===== config.mk =====
export PLATFORM = sky130hd
export DESIGN_NAME = tri_scan_sequencer
export DESIGN_NICKNAME = d
export VERILOG_FILES = /design/src/rtl/tri_scan_sequencer.sv
export SDC_FILE = /design/constraint.sdc
export NUM_CORES = 1
export LEC_CHECK = 0
export CAP_MARGIN = 25
export CORE_ASPECT_RATIO = 1.75
export CORE_MARGIN = 2
export CORE_UTILIZATION = 46
export CTS_CLUSTER_DIAMETER = 80
export DETAILED_ROUTE_END_ITERATION = 10
export GPL_TIMING_DRIVEN = 0
export MAX_ROUTING_LAYER = met4
export PLACE_DENSITY = 0.8
export SLEW_MARGIN = 20
export SYNTH_ARGS = -nofsm -noshare
export SYNTH_HDL_FRONTEND = slang
export SYNTH_SLANG_ARGS = --single-unit
export TNS_END_PERCENT = 1

===== constraint.sdc =====
create_clock -name clk -period 3.58 [get_ports clk]
set_input_delay 0.358 -clock clk [delete_from_list [all_inputs] [get_ports clk]]
set_output_delay 0.358 -clock clk [all_outputs]
set_load 0.05 [all_outputs]

===== src/rtl/tri_scan_sequencer.sv =====
// tri_scan_sequencer: walks all 120 map triangle candidates for one pixel
// request in painter's order. For each candidate it reads the four corner
// heights, presents the descriptor to the feasibility unit, and keeps the
// last feasible candidate as the pixel response.
//
// Handshakes: a transfer happens on a rising clk edge where valid and ready
// are both high. req_ready is high only in IDLE. resp_valid stays high, with
// resp_* held stable, until the edge where resp_ready is also high.
module tri_scan_sequencer #(
   parameter int HEIGHT_W = 8,
   parameter int MAP_BITS = 4
) (
   input  logic                  clk,
   input  logic                  rst,
   input  logic                  req_valid,
   output logic                  req_ready,
   input  logic [9:0]            req_xpos,
   input  logic [9:0]            req_ypos,
   input  logic                  req_side,
   output logic [2*MAP_BITS-1:0] ram_addr,
   input  logic [HEIGHT_W-1:0]   ram_rdata,
   output logic [9:0]            tri_xpos,
   output logic [9:0]            tri_ypos,
   output logic                  tri_side,
   output logic [4:0]            tri_line,
   output logic [3:0]            tri_i,
   output logic [MAP_BITS-1:0]   tri_mapx,
   output logic [MAP_BITS-1:0]   tri_mapy,
   output logic [HEIGHT_W-1:0]   tri_ah,
   output logic [HEIGHT_W-1:0]   tri_bh,
   output logic [HEIGHT_W-1:0]   tri_ch,
   output logic [HEIGHT_W-1:0]   tri_dh,
   input  logic                  tri_feasible,
   output logic                  resp_valid,
   input  logic                  resp_ready,
   output logic                  resp_hit,
   output logic [4:0]            resp_line,
   output logic [3:0]            resp_i,
   output logic [HEIGHT_W-1:0]   resp_ah,
   output logic [2:0]            dbg_state
);

   typedef enum logic [2:0] {
      IDLE = 3'd0, RA = 3'd1, RB = 3'd2, RC = 3'd3,
      RD = 3'd4, RW = 3'd5, EV = 3'd6, DONE = 3'd7
   } state_t;

   state_t state_q, state_d;
   logic [9:0] xpos_q, xpos_d, ypos_q, ypos_d;
   logic side_q, side_d;
   logic [4:0] line_q, line_d;
   logic [3:0] i_q, i_d;
   logic [MAP_BITS-1:0] mapx_q, mapx_d, mapy_q, mapy_d;
   logic [HEIGHT_W-1:0] ah_q, ah_d, bh_q, bh_d, ch_q, ch_d, dh_q, dh_d;
   logic resp_valid_q, resp_valid_d, hit_q, hit_d;
   logic [4:0] rline_q, rline_d;
   logic [3:0] ri_q, ri_d;
   logic [HEIGHT_W-1:0] rah_q, rah_d;
   logic [MAP_BITS-1:0] mapx_m1, mapy_m1;

   assign mapx_m1 = mapx_q - 1'b1;
   assign mapy_m1 = mapy_q - 1'b1;

   // Corner read address; x-1 / y-1 wrap, the wrapped data is masked on capture.
   always_comb begin
      ram_addr = '0;
      case (state_q)
         RA:      ram_addr = {mapx_q, mapy_q};
         RB:      ram_addr = {mapx_q, mapy_m1};
         RC:      ram_addr = {mapx_m1, mapy_m1};
         RD:      ram_addr = {mapx_m1, mapy_q};
         default: ram_addr = '0;
      endcase
   end

   // Next-state, candidate stepping, corner capture and hit tracking.
   always_comb begin
      state_d      = state_q;
      xpos_d       = xpos_q;
      ypos_d       = ypos_q;
      side_d       = side_q;
      line_d       = line_q;
      i_d          = i_q;
      ah_d         = ah_q;
      bh_d         = bh_q;
      ch_d         = ch_q;
      dh_d         = dh_q;
      resp_valid_d = 1'b0;
      hit_d        = hit_q;
      rline_d      = rline_q;
      ri_d         = ri_q;
      rah_d        = rah_q;
      case (state_q)
         IDLE: begin
            if (req_valid) begin
               xpos_d  = req_xpos;
               ypos_d  = req_ypos;
               side_d  = req_side;
               line_d  = 5'd1;
               i_d     = 4'd0;
               hit_d   = 1'b0;
               rline_d = '0;
               ri_d    = '0;
               rah_d   = '0;
               state_d = RA;
            end
         end
         RA: state_d = RB;
         RB: begin
            ah_d    = ram_rdata;
            state_d = RC;
         end
         RC: begin
            bh_d    = (mapy_q == '0) ? '0 : ram_rdata;
            state_d = RD;
         end
         RD: begin
            ch_d    = (mapx_q == '0 || mapy_q == '0) ? '0 : ram_rdata;
            state_d = RW;
         end
         RW: begin
            dh_d    = (mapx_q == '0) ? '0 : ram_rdata;
            state_d = EV;
         end
         EV: begin
            if (tri_feasible) begin
               hit_d   = 1'b1;
               rline_d = line_q;
               ri_d    = i_q;
               rah_d   = ah_q;
            end
            if ({1'b0, i_q} == (5'd15 - line_q)) begin
               if (line_q == 5'd15) begin
                  state_d = DONE;
               end else begin
                  line_d  = line_q + 5'd1;
                  i_d     = 4'd0;
                  state_d = RA;
               end
            end else begin
               i_d     = i_q + 4'd1;
               state_d = RA;
            end
         end
         DONE: begin
            if (resp_valid_q && resp_ready) begin
               state_d = IDLE;
            end else begin
               resp_valid_d = 1'b1;
            end
         end
         default: state_d = IDLE;
      endcase
      // Map coordinates follow the candidate counters, so they move on RA entry.
      mapx_d = line_d[MAP_BITS-1:0] + i_d;
      mapy_d = i_d;
   end

   // State and datapath registers.
   always_ff @(posedge clk or posedge rst) begin
      if (rst) begin
         state_q      <= IDLE;
         xpos_q       <= '0;
         ypos_q       <= '0;
         side_q       <= 1'b0;
         line_q       <= '0;
         i_q          <= '0;
         mapx_q       <= '0;
         mapy_q       <= '0;
         ah_q         <= '0;
         bh_q         <= '0;
         ch_q         <= '0;
         dh_q         <= '0;
         resp_valid_q <= 1'b0;
         hit_q        <= 1'b0;
         rline_q      <= '0;
         ri_q         <= '0;
         rah_q        <= '0;
      end else begin
         state_q      <= state_d;
         xpos_q       <= xpos_d;
         ypos_q       <= ypos_d;
         side_q       <= side_d;
         line_q       <= line_d;
         i_q          <= i_d;
         mapx_q       <= mapx_d;
         mapy_q       <= mapy_d;
         ah_q         <= ah_d;
         bh_q         <= bh_d;
         ch_q         <= ch_d;
         dh_q         <= dh_d;
         resp_valid_q <= resp_valid_d;
         hit_q        <= hit_d;
         rline_q      <= rline_d;
         ri_q         <= ri_d;
         rah_q        <= rah_d;
      end
   end

   assign req_ready  = (state_q == IDLE);
   assign dbg_state  = state_q;
   assign tri_xpos   = xpos_q;
   assign tri_ypos   = ypos_q;
   assign tri_side   = side_q;
   assign tri_line   = line_q;
   assign tri_i      = i_q;
   assign tri_mapx   = mapx_q;
   assign tri_mapy   = mapy_q;
   assign tri_ah     = ah_q;
   assign tri_bh     = bh_q;
   assign tri_ch     = ch_q;
   assign tri_dh     = dh_q;
   assign resp_valid = resp_valid_q;
   assign resp_hit   = hit_q;
   assign resp_line  = rline_q;
   assign resp_i     = ri_q;
   assign resp_ah    = rah_q;

endmodule


==> results by group, run 1 <==
Clock tree
  – CTS tree: done
  – # clock sinks: 88
  – Clock Path Buffers: 2
  – Root Driver: clkbuf_16
  – Reg clk slew, reported paths: 0.07 ns
  – Total CTS buffers: 9
  – Post-CTS sizing: 0
  – Post-CTS Setup Inserts: 0
  – Hold_buf cts: 0
  – H-Tree Depth: 3
  – Worst-skew pair later-pin latency: 0.34 ns

Worst setup path
  – Max incr delay on CP: 0.85 ns
  – Buf/Inv on CP: 3
  – Crit-path slowest cell: clkdlybuf4s50_1
  – CP top delay family: buffers and inverters
  – CP Launch Type: register
  – Crit path cell chain: buf_2 -> clkinv_1 -> nor2_1 -> o21ai_0 -> o21a_1 -> o21ai_0 -> clkdlybuf4s50_1
  – CP Max Fanout: 8
  – CP required: 3.22 ns
  – Crit. End Element: output port
  – CP Class: reg2out
  – Worst path most repeated cell: o21ai_0
  – Crit path DAT: 2.86 ns

Global route
  – Pin count of the biggest net entering global routing: 54
  – First-pass GRT wire length: 17,710 um
  – Remaining Overflow, GRT: 0
  – Initial antenna violation count: 0
  – Number of global-route vias before repair: 3,657
  – Gr usage total: 24.94%

Cells and area
  – Final non-filler cell total: 668
  – Antenna fix cells: 0
  – Nets: 589
  – Area Overhead vs Synth: 44.75%
  – Share of cells above drive strength 1: 9.982%

Floorplanning
  – Initial Util: 47.00%
  – Full die area: 0.009598 mm2
  – Core area: 0.008615 mm2
  – Die width: 74.92 um
  – I/O pin count: 135
  – FP Rows: 45
  – Die height: 128.1 um

Yosys
  – Syn Inst Count: 400
  – Largest area contributor in the synthesized netlist: dfrtp_1
  – Synth Flop Type: dfrtp_1
  – Most frequent cells after synthesis: 111 x nand2_1, 88 x dfrtp_1, 24 x a22o_1
  – Count leader, synth: nand2_1
  – Synth Area in Simple Gates: 18.48%
  – Syn Area/Cell: 10.12 um2
  – Post-synthesis compound-gate area fraction: 14.80%
  – Largest cells by area after synthesis: dfrtp_1 54%, nand2_1 10%, a22o_1 5.2%
  – Synthesized Nets: 443
  – Fraction of registers with async set/reset: 100.0%
  – Mux cell area share after synthesis: 2.472%
  – Adder-cell share of the synthesized area: 2.967%
  – Seq cells post-synth: 88
  – Netlist cell types: 52
  – Post-Synth XOR/XNOR Area: 2.379%
  – Main combinational cell family by area after synthesis: simple AND/OR/NAND/NOR gates
  – Sequential-to-total area share from yosys stat: 54.39%
  – Mapped Area: 0.004049 mm2
  – Top-area cell type share of the netlist area: 54.39%
  – Yosys Warn Count: 0
  – Number of flops mapped to enable cells by yosys: 0

Routing
  – Post-route DRC: 0
  – Routed WL: 10,830 um
  – DR vias/cell: 5.178
  – Initial DRT Pass Iterations: 4
  – Initial drt markers: 166
  – Vias: 3,459
  – Antenna Violating Nets Remaining: 0
  – Wire per inst: 16.21 um

Run status
  – Status: finished clean

Flow run
  – Max Cap Viol: 0

STA
  – Final Setup Violations: 0
  – Clk_skew: 0.005379 ns
  – Relative slew slack: 53.09%
  – Pins Over Slew Limit: 0
  – Final count of hold timing violations: 0
  – Fin crit share: 90.00%
  – Final min period: 3.222 ns
  – Fmax: 310.4 MHz
  – Worst slew pin tran: 0.6999 ns
  – RSZ-0062 raised after global routing: false

Placement
  – # placed instances: 652
  – GPL Wtd Cong: 0.8501
  – Post-DP HPWL: 8312 um
  – Port Buffer Count: 134

Min path
  – Hold Crit Class: in2async
## metrics by stage
step | util [%] | setup TNS, ns | cell area (um2) | setup slack, ns | hold slack, ns
CTS | 68.03 | 0 | 5861 | 0.3788 | 0.4007
finish | 68.03 | 0 | 5861 | 0.3581 | 0.3868
detailed placement | 64.62 | 0 | 5567 | 0.7542 | 0.4625
floorplan | - | 0 | 4049 | 0.5684 | 0.4634
global route | 68.03 | 0 | 5861 | 0.04928 | 0.4185
global placement | 64.27 | -26.38 | 5537 | -0.3046 | 0.4582
## metal layers
metal  vias up  wire (um)  GRT usage, %
met3        17        579         6.053
met4         0        187         8.403
met1      1644       4083         27.37
met5         -          0             -
li1       1658          -             -
met2       140       5979         43.03
## sequential cells by signal, summed over array words and instances, names as in the netlist, 5 cells and up
register / count
tri_ch: 8
tri_ypos: 10
tri_xpos: 10
tri_line: 5
resp_line: 5
tri_dh: 8
tri_bh: 8
tri_ah: 8
resp_ah: 8
## final timing paths
path | startpoint | to | slack [ns] | depth (start not counted)
max in group asynchronous | rst | tri_ch[6] | 2.58 | 3
min | rst | tri_xpos[7] | 0.39 | 2
max reg2reg | tri_mapy[2] | tri_mapx[3] | 0.80 | 11
max | dbg_state[0] | ram_addr[2] | 0.36 | 7
min in group clk | tri_ypos[5] | tri_ypos[5] | 0.48 | 2
min reg2reg | tri_ypos[5] | tri_ypos[5] | 0.48 | 2
## worst reg2reg max path, stage by stage (launching register included)
cell	delay [ns]
dfrtp_1	0.43
buf_6	0.16
xnor2_1	0.15
nor3_4	0.27
nand2_2	0.13
nor2_1	0.20
a21oi_1	0.09
o21ai_0	0.39
ha_1	0.32
a21o_1	0.18
a21oi_1	0.18
xor2_1	0.19
## cell usage in the layout, fill, tap and decap left out, types with 2 or more instances in the layout
cell / instances
a211oi_1: 2
nor3b_1: 4
o31ai_1: 3
dfrtp_1: 88
ha_1: 8
nand2_1: 111
and2_1: 4
a21o_1: 3
a22oi_1: 4
o21a_1: 2
inv_1: 6
buf_4: 9
xnor2_1: 6
inv_6: 3
clkbuf_1: 8
nor3_4: 2
clkbuf_16: 9
nor3_1: 6
buf_6: 2
o21ai_0: 21
mux2_2: 8
buf_2: 5
nand3_1: 4
inv_8: 3
nor3_2: 2
a21oi_1: 10
xor2_1: 5
o22ai_1: 8
and3_1: 2
clkdlybuf4s50_1: 134
buf_1: 2
nor2b_1: 3
nor2_1: 14
nand2b_1: 2
a22o_1: 24
## logic make-up after synthesis
| kind of cell | Yosys count |
|---|---|
| simple gates | 163 |
| flops | 88 |
| buf+inv | 34 |
| mux | 9 |
| fa+ha+maj | 9 |
| xor+xnor | 11 |
| compound gates | 86 |
## layout make-up
type | instances | area (um2)
buffer | 26 | 152.6
multi-input combinational | 278 | 1664
clock buffer | 9 | 225.2
tap | 117 | 146.4
sequential | 88 | 2202
fill | 670 | 2754
inverter | 8 | 32.53
timing repair buffer | 135 | 1369
clock inverter | 7 | 68.82
Power of run 1 is left out: the tool's default activity adds up to more than one toggle a clock period on the data nets, which glitch-free logic cannot reach.
==> run 2: changes to the inputs <==
--- a/config.mk
+++ b/config.mk
@@ -5,15 +5,17 @@
 export SDC_FILE = /design/constraint.sdc
 export NUM_CORES = 1
 export LEC_CHECK = 0
+export ABC_AREA = 1
 export CAP_MARGIN = 25
 export CORE_ASPECT_RATIO = 1.75
 export CORE_MARGIN = 2
 export CORE_UTILIZATION = 46
 export CTS_CLUSTER_DIAMETER = 80
 export DETAILED_ROUTE_END_ITERATION = 10
+export GPL_ROUTABILITY_DRIVEN = 1
 export GPL_TIMING_DRIVEN = 0
 export MAX_ROUTING_LAYER = met4
-export PLACE_DENSITY = 0.8
+export PLACE_DENSITY_LB_ADDON = 0.15
 export SLEW_MARGIN = 20
 export SYNTH_ARGS = -nofsm -noshare
 export SYNTH_HDL_FRONTEND = slang
==> run 2 against run 1 <==
  * Setup slack improved by 0.22 ns
  * Largest cell class unchanged
  * Maximum frequency rose by 7.3%
  * Critical endpoint is now ram_addr[6]
  * Clock skew rose by 0.0039 ns
  * Critical path depth rose by 1
  * Global-route usage fell by 0.19 points
  * Final cell count rose by 7.2%
==> results by group, run 2 <==
STA
  – Clk_skew: 0.009261 ns
  – Fin crit share: 83.90%
  – Fmax: 332.9 MHz
  – Final Setup Violations: 0
  – RSZ-0062 raised after global routing: false
  – Worst slew pin tran: 0.6066 ns
  – Final min period: 3.003 ns
  – Relative slew slack: 59.34%
  – Setup total negative slack: 0 ns
  – Final count of hold timing violations: 0
  – Pins Over Slew Limit: 0

Yosys
  – Synthesized Nets: 491
  – Synth Flop Type: dfrtp_1
  – Syn Inst Count: 448
  – Largest cells by area after synthesis: dfrtp_1 54%, nand2_1 13%, o21ai_0 5.6%
  – Netlist cell types: 38
  – Number of flops mapped to enable cells by yosys: 0
  – Syn Area/Cell: 9.043 um2
  – Count leader, synth: nand2_1
  – Most frequent cells after synthesis: 135 x nand2_1, 88 x dfrtp_1, 45 x o21ai_0
  – Largest area contributor in the synthesized netlist: dfrtp_1
  – Top-area cell type share of the netlist area: 54.35%
  – Yosys Warn Count: 0
  – Mapped Area: 0.004051 mm2
  – Seq cells post-synth: 88
  – Fraction of registers with async set/reset: 100.0%
  – Sequential-to-total area share from yosys stat: 54.35%

Worst setup path
  – Max incr delay on CP: 0.84 ns
  – CP Class: reg2out
  – Crit-path slowest cell: clkdlybuf4s50_1
  – Crit path DAT: 2.65 ns
  – Crit path cell chain: inv_2 -> nand2_4 -> nor2_1 -> inv_1 -> nand2_1 -> inv_1 -> o22ai_1 -> clkdlybuf4s50_1
  – CP Max Fanout: 6
  – CP required: 3.22 ns
  – Worst path most repeated cell: inv_1
  – CP Launch Type: register
  – Crit. End Element: output port

Clock tree
  – Root Driver: clkbuf_16
  – CTS tree: done
  – Clock Path Buffers: 2
  – H-Tree Depth: 3
  – Post-CTS sizing: 0
  – Post-CTS Setup Inserts: 0
  – Total CTS buffers: 9
  – Reg clk slew, reported paths: 0.06 ns
  – # clock sinks: 88
  – Worst-skew pair later-pin latency: 0.34 ns
  – Hold_buf cts: 0

Routing
  – DR vias/cell: 5.081
  – Wire per inst: 14.93 um
  – Post-route DRC: 0
  – Routed WL: 10,690 um
  – Vias: 3,638
  – Antenna Violating Nets Remaining: 0
  – Initial DRT Pass Iterations: 4
  – Initial drt markers: 166

Global route
  – Gr usage total: 24.75%
  – Initial antenna violation count: 0
  – Number of global-route vias before repair: 3,707
  – Busiest grt layer: met2
  – First-pass GRT wire length: 17,270 um
  – Remaining Overflow, GRT: 0
  – Met1 usage: 25.89%
  – GR met3 Demand/Resource: 5.660%
  – Met2 global-route usage: 40.92%
  – Pin count of the biggest net entering global routing: 48

Cells and area
  – Share of cells above drive strength 1: 9.182%
  – Nets: 637
  – Most common cell after layout, fill and taps aside: nand2_1
  – Post-route cell area: 0.005868 mm2
  – Post-layout util: 68.12%
  – Multi-input gate area: 0.001536 mm2
  – Most frequent cells in the layout: 135 x nand2_1, 134 x clkdlybuf4s50_1, 88 x dfrtp_1
  – Antenna fix cells: 0
  – Area Overhead vs Synth: 44.84%
  – Layout fillers: 709
  – Reg area: 0.002202 mm2

Min path
  – Hold Crit Class: in2async

Flow run
  – Max Cap Viol: 0

Placement
  – Dpl cell area: 0.005569 mm2
  – Post-DP HPWL: 8293 um
  – GPL Wtd Cong: 0.9199
  – Port Buffer Count: 134

Floorplanning
  – I/O pin count: 135
  – Die height: 128.2 um
  – Initial Util: 47.03%
  – FP Rows: 45
  – Core area: 0.008615 mm2
  – Full die area: 0.009604 mm2
  – Die width: 74.94 um

Power
  – Max VDD drop: 0.0006182 V
  – Total design power: 6.332 mW
  – PwrDens: 1079 mW/mm2
  – Lkg Pwr: 2.794 nW

Run status
  – Status: finished clean
-- run 2: kinds of logic after synthesis --
logic type               synth area share (%)
AND/OR/NAND/NOR                         21.93
flip-flops                              54.35
AO/OA/AOI/OAI                           11.52
buffers and inverters                   7.721
adder cells (fa/ha/maj)                 2.965
XOR/XNOR                                1.513
-- run 2: power by group --
group          total (mW)  internal (mW)  leakage (nW)  switching (mW)
Combinational        3.78           1.17          1.49            2.61
Sequential           1.62           1.36          1.16           0.259
Clock               0.930          0.558         0.145           0.372
-- run 2: stage by stage --
| step | std cells | worst slack [ns] | hold slack, ns |
|---|---|---|---|
| 3_5_place_dp | 700 | 0.8076 | 0.4593 |
| 2_1_floorplan | 448 | 0.7558 | 0.4746 |
| 5_1_grt | 716 | 0.3884 | 0.4921 |
| 4_1_cts | 716 | 0.5608 | 0.4376 |
| 3_3_place_gp | 699 | -0.3252 | 0.4531 |
| 6_report | 716 | 0.5765 | 0.4185 |
-- run 2: critical path: cells and delay by family, from the launching register on --
kind / cells / cell delay [ns]
AO/OA/AOI/OAI: 1 / 0.22
AND/OR/NAND/NOR: 3 / 0.43
flip-flops: 1 / 0.45
buffers and inverters: 4 / 1.20
-- run 2: path summary, 6_finish.rpt --
kind,cells past startpoint,slack (ns),endpoint,start
setup / recovery,8,0.58,ram_addr[6],dbg_state[0]
setup reg to reg,18,0.74,tri_mapx[3],tri_mapy[0]
min in group clk,2,0.47,tri_xpos[7],tri_xpos[7]
hold reg to reg,2,0.47,tri_xpos[7],tri_xpos[7]
hold / removal,2,0.42,tri_side,rst
max in group asynchronous,3,2.56,tri_ch[0],rst
-- run 2: cell type report --
| type | count | share of cell area, % |
|---|---|---|
| Sequential cell | 88 | 37.53 |
| Multi-Input combinational cell | 289 | 26.18 |
| Timing Repair Buffer | 135 | 23.33 |
| Clock buffer | 11 | 4.136 |
| Inverter | 55 | 3.774 |
| Tap cell | 117 | 2.495 |
| Buffer | 16 | 1.599 |
| Clock inverter | 5 | 0.9595 |
-- run 2: per-layer routing --
metal	up-vias	part of all wire [%]
met4	0	5.5
met5	-	0
li1	1742	-
met1	1713	36
met3	39	5.4
met2	144	53
Power figures use the tool's default switching activity.
==> run 3: changes to the inputs <==
==> constraint.sdc (replaced) <==
create_clock -name clk -period 3.05 [get_ports clk]
set_input_delay 0.305 -clock clk [delete_from_list [all_inputs] [get_ports clk]]
set_output_delay 0.305 -clock clk [all_outputs]
set_load 0.05 [all_outputs]
==> run 3 against run 2 <==
  * Clock-buffer cell count unchanged
  * Die area unchanged
  * Final cell count unchanged
  * Non-clock buffer count unchanged
  * Sequential cell count unchanged
  * Routed wire length increased by 0.12%
  * First-iteration DRC count increased by 5.4%
  * Clock skew about the same
  * Setup slack got worse by 0.39 ns
  * Sequential share of layout area about the same
  * Sequential power increased by 17%
  * Largest cell class unchanged
==> results by group, run 3 (synthesized netlist as in run 2, its figures left out) <==
STA
  – RSZ-0062 raised after global routing: false
  – Worst slew pin tran: 0.6060 ns
  – Clk_skew: 0.009187 ns
  – Fin crit share: 93.80%
  – Fin Hold WS: 0.3652 ns
  – Fmax: 349.5 MHz
  – Pins Over Slew Limit: 0
  – Relative slew slack: 59.38%
  – Final count of hold timing violations: 0
  – Final Setup Violations: 0
  – Final min period: 2.861 ns

Cells and area
  – Area Overhead vs Synth: 45.24%
  – Post-layout util: 68.31%
  – Post-route cell area: 0.005884 mm2
  – Most frequent cells in the layout: 135 x nand2_1, 129 x clkdlybuf4s50_1, 85 x dfrtp_1
  – Nets: 637
  – Share of cells above drive strength 1: 9.683%
  – Antenna fix cells: 0
  – Most common cell after layout, fill and taps aside: nand2_1

Global route
  – Initial antenna violation count: 0
  – First-pass GRT wire length: 17,270 um
  – Remaining Overflow, GRT: 0
  – Number of global-route vias before repair: 3,707
  – Gr usage total: 24.75%
  – Pin count of the biggest net entering global routing: 48

Routing
  – Routed WL: 10,710 um
  – Antenna Violating Nets Remaining: 0
  – Initial drt markers: 175
  – Initial DRT Pass Iterations: 4
  – Wire per inst: 14.95 um
  – DR vias/cell: 5.094
  – Post-route DRC: 0
  – Vias: 3,647

Floorplanning
  – Core area: 0.008615 mm2
  – Die width: 74.94 um
  – Die height: 128.2 um
  – FP Rows: 45
  – Full die area: 0.009604 mm2
  – I/O pin count: 135
  – Initial Util: 47.03%

Placement
  – Dpl cell area: 0.005569 mm2
  – Post-DP HPWL: 8293 um
  – Port Buffer Count: 134
  – GPL Wtd Cong: 0.9199

Power
  – Lkg Pwr: 2.866 nW
  – Reg power frac: 25.6%
  – Gate power share: 59.7%
  – Int Power: 3.622 mW
  – Max VDD drop: 0.0007255 V
  – PwrDens: 1262 mW/mm2
  – Sw Pwr: 3.805 mW
  – Clock power frac: 14.7%
  – Net Sw Frac: 51.23%
  – Total design power: 7.427 mW

Worst setup path
  – CP Launch Type: register
  – CP Class: reg2out
  – Reg2reg start: tri_line[1]
  – CP top delay family: buffers and inverters
  – Crit path DAT: 2.56 ns
  – Crit path cell chain: buf_6 -> nor2_4 -> inv_1 -> nor2_1 -> inv_2 -> nand2_1 -> inv_1 -> o21ai_0 -> clkdlybuf4s50_1
  – Cells on worst reg2reg path: 16
  – FF-to-FF End: tri_mapx[3]
  – CP required: 2.74 ns
  – Max incr delay on CP: 0.87 ns
  – R2r setup slk: 0.29 ns
  – Crit-path slowest cell: clkdlybuf4s50_1
  – CP Max Fanout: 10
  – Worst path most repeated cell: inv_1
  – Buf/Inv on CP: 5
  – Crit. End Element: output port

Clock tree
  – Root Driver: clkbuf_16
  – Total CTS buffers: 9
  – Reg clk slew, reported paths: 0.06 ns
  – Worst-skew pair later-pin latency: 0.34 ns
  – H-Tree Depth: 3
  – CTS tree: done
  – Post-CTS Setup Inserts: 0
  – Clock Path Buffers: 2
  – # clock sinks: 88

Min path
  – Hold Crit Class: in2async

Run status
  – Status: finished clean

Flow run
  – Max Cap Viol: 0
## run 3: changes by cell type in the layout (fill, tap and decap cells not counted)
cell             previous run  this run
clkdlybuf4s50_1           134       129
dlymetal6s2s_1              0         5
dfrtp_1                    88        85
dfrtp_2                     0         3
## run 3: metal layers
metal  up-vias  track usage, %  wire length, um
met1      1724           25.89             3878
met5         -               -                0
met2       146           40.92             5710
met4         0           15.02              533
li1       1740               -                -
met3        37           5.660              582
## run 3: how the worst max path moves through the flow
| stage | start | endpoint | slack (ns) | cells past startpoint |
|---|---|---|---|---|
| 2_1_floorplan | dbg_state[1] | ram_addr[4] | 0.28 | 7 |
| 3_3_place_gp | rst | tri_ch[5] | -0.80 | 2 |
| 3_5_place_dp | tri_mapy[0] | tri_mapx[3] | 0.28 | 18 |
| 4_1_cts | dbg_state[0] | ram_addr[0] | 0.08 | 8 |
| 5_1_grt | tri_mapy[2] | tri_mapx[3] | 0.02 | 20 |
| 6_report | dbg_state[1] | ram_addr[3] | 0.19 | 9 |
## run 3: power by group through the flow
stage | clock, mW | combinational [mW] | sequential, mW
after floorplan | 0 | 1.53 | 3.35
after global placement | 0 | 4.39 | 1.91
after detailed placement | 0 | 4.46 | 1.92
after CTS | 1.11 | 4.47 | 1.90
after global routing | 1.16 | 4.73 | 1.96
final | 1.09 | 4.43 | 1.90
## run 3: what timing repair did
item / in CTS / in global routing
resized for setup: 0 / 8
setup endpoints to repair: 0 / 6
hold buffers: 0 / 0
## run 3: cell type report
| type | count | area, um2 |
|---|---|---|
| clock buffer | 11 | 242.7 |
| fill | 711 | 2730 |
| clock inverter | 5 | 56.30 |
| multi-input combinational | 289 | 1536 |
| timing repair buffer | 135 | 1381 |
| inverter | 55 | 221.5 |
| sequential | 88 | 2206 |
| buffer | 16 | 93.84 |
| tap | 117 | 146.4 |
## run 3: worst register-to-register path: cells and delay by family, from the launching register on
kind	cells	cell delay, ns
adders and majority gates	1	0.32
AOI/OAI and AO/OA	3	0.64
DFF	1	0.49
buffers and inverters	5	0.39
and+or+nand+nor	7	0.83
## run 3: through the flow
step	setup slack, ns	std cells	TNS (ns)
after global placement	-0.8022	699	-70.13
after CTS	0.08378	716	0
final	0.1891	716	0
after detailed placement	0.2776	700	0
after global routing	0.01953	716	0
after floorplan	0.2788	448	0
